File: src/rtl/sub_32bit_pipe.sv
// sub_32bit_pipe
//
// Two-stage pipelined subtractor: diff = a - b computed as a + ~b + 1, with
// the borrow chain split at WIDTH/2 so each stage carries only half the word.
// S1 registers the low-half sum, its carry-out and the high-half operands.
// S2 finishes the high half, registers the full difference and derives the
// borrow / signed-overflow / zero flags.
//
// Ports
//   clk        in   rising-edge clock
//   rst_n      in   asynchronous active-low reset, flushes both stages
//   in_valid   in   operand pair presented
//   in_ready   out  operand pair accepted this cycle (no path from in_valid)
//   a, b       in   minuend, subtrahend (WIDTH bits)
//   out_valid  out  result presented
//   out_ready  in   consumer takes the result this cycle
//   diff       out  (a - b) mod 2^WIDTH
//   borrow     out  a < b unsigned
//   ovf        out  signed overflow of a - b
//   zero       out  diff == 0
//
// WIDTH must be even.

module sub_32bit_pipe #(
    parameter int WIDTH = 32
) (
    input  logic             clk,
    input  logic             rst_n,
    input  logic             in_valid,
    output logic             in_ready,
    input  logic [WIDTH-1:0] a,
    input  logic [WIDTH-1:0] b,
    output logic             out_valid,
    input  logic             out_ready,
    output logic [WIDTH-1:0] diff,
    output logic             borrow,
    output logic             ovf,
    output logic             zero
);

    localparam int H  = WIDTH / 2;
    localparam int HI = WIDTH - H;

    // ---------------- handshake ----------------
    logic s1_valid;
    logic s2_adv;
    logic s1_adv;
    logic s1_load;
    logic s2_load;

    always_comb begin
        s2_adv   = !out_valid || out_ready;
        s1_adv   = !s1_valid || s2_adv;
        // rst_n gates ready so nothing appears accepted while reset is held.
        in_ready = rst_n && s1_adv;
        s1_load  = in_valid && in_ready;
        s2_load  = s1_valid && s2_adv;
    end

    // ---------------- stage 1: low half ----------------
    logic [H:0]    lo_sum;
    logic [H-1:0]  s1_lo;
    logic          s1_c_mid;
    logic [HI-1:0] s1_a_hi;
    logic [HI-1:0] s1_nb_hi;

    always_comb begin
        // +1 of the two's-complement negate enters as the low-half carry-in.
        lo_sum = {1'b0, a[H-1:0]} + {1'b0, ~b[H-1:0]} + {{H{1'b0}}, 1'b1};
    end

    always_ff @(posedge clk or negedge rst_n) begin
        if (!rst_n) begin
            s1_valid <= 1'b0;
            s1_lo    <= '0;
            s1_c_mid <= 1'b0;
            s1_a_hi  <= '0;
            s1_nb_hi <= '0;
        end else begin
            if (s1_load) begin
                s1_valid <= 1'b1;
                s1_lo    <= lo_sum[H-1:0];
                s1_c_mid <= lo_sum[H];
                s1_a_hi  <= a[WIDTH-1:H];
                s1_nb_hi <= ~b[WIDTH-1:H];
            end else if (s2_load) begin
                // S1 emptied into S2 with nothing new behind it.
                s1_valid <= 1'b0;
            end
        end
    end

    // ---------------- stage 2: high half + flags ----------------
    logic [HI:0]    hi_sum;
    logic [WIDTH-1:0] diff_nxt;
    logic           borrow_nxt;
    logic           ovf_nxt;
    logic           zero_nxt;
    logic           a_msb;
    logic           b_msb;

    always_comb begin
        hi_sum     = {1'b0, s1_a_hi} + {1'b0, s1_nb_hi} + {{HI{1'b0}}, s1_c_mid};
        diff_nxt   = {hi_sum[HI-1:0], s1_lo};
        borrow_nxt = ~hi_sum[HI];
        a_msb      = s1_a_hi[HI-1];
        b_msb      = ~s1_nb_hi[HI-1];
        ovf_nxt    = (a_msb != b_msb) && (diff_nxt[WIDTH-1] != a_msb);
        zero_nxt   = (diff_nxt == '0);
    end

    always_ff @(posedge clk or negedge rst_n) begin
        if (!rst_n) begin
            out_valid <= 1'b0;
            diff      <= '0;
            borrow    <= 1'b0;
            ovf       <= 1'b0;
            zero      <= 1'b0;
        end else begin
            if (s2_load) begin
                out_valid <= 1'b1;
                diff      <= diff_nxt;
                borrow    <= borrow_nxt;
                ovf       <= ovf_nxt;
                zero      <= zero_nxt;
            end else if (out_ready) begin
                out_valid <= 1'b0;
            end
        end
    end

endmodule

File: config.mk
export PLATFORM = sky130hd
export DESIGN_NAME = sub_32bit_pipe
export DESIGN_NICKNAME = d
export VERILOG_FILES = /design/src/rtl/sub_32bit_pipe.sv
export SDC_FILE = /design/constraint.sdc
export NUM_CORES = 1
export LEC_CHECK = 0
export CORE_MARGIN = 5
export CORE_UTILIZATION = 51
export DETAILED_ROUTE_END_ITERATION = 6
export GPL_ROUTABILITY_DRIVEN = 1
export PLACE_DENSITY = 0.81
export SLEW_MARGIN = 5
export SYNTH_ARGS = -nofsm -noshare
export SYNTH_HDL_FRONTEND = slang
export SYNTH_SLANG_ARGS = --single-unit
File: constraint.sdc
create_clock -name clk -period 3.5 [get_ports clk]
set_input_delay 0.35 -clock clk [delete_from_list [all_inputs] [get_ports clk]]
set_output_delay 0.35 -clock clk [all_outputs]
set_load 0.01 [all_outputs]
==> metrics.yaml <==
status: "complete, no violations"
seq_area_frac_synth_pct: 46.6
grt.total_usage_pct: 19.0
n_antenna_cell: 0
ant_nets: 0
clk_path_buf_depth: 2
ios: 105
synth_top_family_by_area: "compound AO/OA/AOI/OAI gates"
drive_gt1_share_pct: 12.7
r2r_slack_ns: 0.53
setup_violations: 0
grt_pass1_wl_microns: 17400
startpoint: "s1_c_mid"
syn_to_final_growth_pct: 29.9
fin_tns_setup_ns: 0
dp_hpwl_microns: 7980
slew_headroom_pct: 55.7
first_pass_iters: 4
synthesis.area_sq_um: 4620
synthSimpleGateAreaFrac_pct: 11.2
fillCellCount: 667
syn_avg_cell_area_sq_um: 10.4
place.port_buffers: 104
fp.coreArea_sq_um: 8760
cp-start-kind: "flip-flop"
stdcell_count: 665
clock.fmax_mhz: 337
routed_wl_microns: 10300
clock-sinks: 86
synthXorXnorAreaFrac_pct: 4.55
power_density_nw_per_um2: 604
final_common_cell: "clkdlybuf4s50_1"
reg2reg_to: "zero"
vias: 3625
hold_class: "input port to async pin"
die_height_microns: 105
core.rowCount: 34
yosys_warnings: 0
grt_pass1_vias: 3727
finalHoldViolCount: 0
clock_skew_ns: 0.0105
drc: 0
clkTransAtPathRegs_ns: 0.10
placed_cells: 648
arrival_ns: 3.25
hold_buffers: 1
min_period_ns: 2.97
maxSlewViolCount: 0
cts_root_buf: "clkbuf_8"
cts_setup_buffers: 0
placed_cell_area_sq_um: 5790
synthMuxAreaShare_pct: 10.2
peakVddDrop_uv: 293
worst_pin_slew_ns: 0.665
grt_max_degree: 55
synth-main-ff-cell: "dfrtp_1"
netlist_instances: 445
layout_common_cells: "103 x clkdlybuf4s50_1, 86 x dfrtp_1, 56 x nand2_1"
die_w_microns: 105
fin_util_pct: 68.5
start_util_pct: 52.7
worst_setup_path_end_kind: "flip-flop"
period_share_pct: 84.8
routabilityCongestion: 0.893
power_leakage_nw: 2.72
rsz0062_at_grt: "no"
die_area_sq_um: 11100
crit_fanout: 3
cap_violations: 0
synth_fp_nets: 547
cts_tree: "yes"
cts_resized: 0
fin_area_sq_um: 6000
ys_ff_latch: 86
drt-initial-drc-count: 90
overflow: 0
antenna_found_initial: 0
nNetsFinal: 654
crit_required_ns: 3.78
htreeDepth: 3
rr_worst_depth: 10
synthArstFlopShare_pct: 100
crit_type: "flip-flop to flip-flop"
clock_latency_ns: 0.36
ys_types: 49
cts_buffers: 9
wl_per_cell_microns: 15.5
crit-reg2reg-launch: "s1_c_mid"
synth_edf_count: 0
synthAdderAreaFrac_pct: 9.69
vias_per_cell: 5.45
synth-compound-area-share_pct: 14.2
==> report_power, final <==
| part | leakage, nW | internal (mW) | total, mW | switching (mW) |
|---|---|---|---|---|
| clock network | 0.105 | 0.339 | 0.716 | 0.378 |
| registers | 1.05 | 1.28 | 1.45 | 0.179 |
| logic | 1.57 | 0.792 | 1.45 | 0.662 |
| total | 2.72 | 2.41 | 3.62 | 1.22 |
==> state kept, by name, indices dropped and copies added (netlist names) <==
register / cells
borrow: 1
diff: 32
out_valid: 1
ovf: 1
s1_a_hi: 16
s1_c_mid: 1
s1_lo: 16
s1_nb_hi: 16
s1_valid: 1
zero: 1
==> through the flow <==
step | total power [mW] | hold WS (ns) | worst slack [ns]
finish | 3.62 | 0.475 | 0.533
global route | 3.85 | 0.509 | 0.376
CTS | 3.65 | 0.481 | 0.450
detailed placement | 2.92 | 0.313 | 0.465
global placement | 2.86 | 0.311 | 0.576
floorplan | 2.25 | 0.0544 | 0.814
==> Yosys cell counts (7+ instances only) <==
cell type | instances | area (sq um)
dfrtp_1 | 86 | 2150
nand2_1 | 57 | 214
o21ai_0 | 42 | 210
mux2_2 | 41 | 462
ha_1 | 31 | 388
inv_1 | 31 | 116
a21oi_1 | 16 | 80.1
xnor2_1 | 14 | 123
clkbuf_1 | 12 | 45.0
nor2_1 | 11 | 41.3
xor2_1 | 10 | 87.6
o21ai_1 | 7 | 35.0
==> how the worst max path moves through the flow <==
stage / end / cells past startpoint
after detailed placement: s1_c_mid / 12
final: zero / 10
after CTS: zero / 10
after floorplan: zero / 11
after global routing: zero / 10
after global placement: s1_c_mid / 12
==> cells by family (layout without fill, tap and decap cells) <==
| group | count (synthesis) | in the layout |
|---|---|---|
| fa+ha+maj | 34 | 34 |
| flops | 86 | 86 |
| xor+xnor | 24 | 24 |
| simple gates | 109 | 109 |
| compound gates | 106 | 106 |
| buf+inv | 44 | 156 |
| mux | 42 | 42 |
==> cell type report <==
cell class	count	area (sq um)	share of cell area [%]
clock inverter	7	78.8	1.31
inverter	31	116	1.94
sequential	86	2150	35.8
tap	108	135	2.25
timing repair buffer	109	1090	18.2
clock buffer	9	124	2.06
multi-input combinational	315	2310	38.4
==> worst max-delay path: stages, from the launching register on <==
cell     delay [ns]
dfrtp_1        0.40
fa_1           0.27
inv_1          0.07
fa_1           0.53
nor4b_1        0.37
nand4_1        0.14
nor2_1         0.16
and3_1         0.18
nand3_1        0.09
or4_4          0.49
o31ai_2        0.18
==> layer usage <==
metal,global-route usage [%],part of all wire (%),vias to the layer above
met5,0,0,-
met4,5.39,1.8,0
met3,4.87,6.0,22
met2,32.9,50,117
met1,23.5,42,1714
li1,-,-,1772
(Power assumes the default switching activity.)
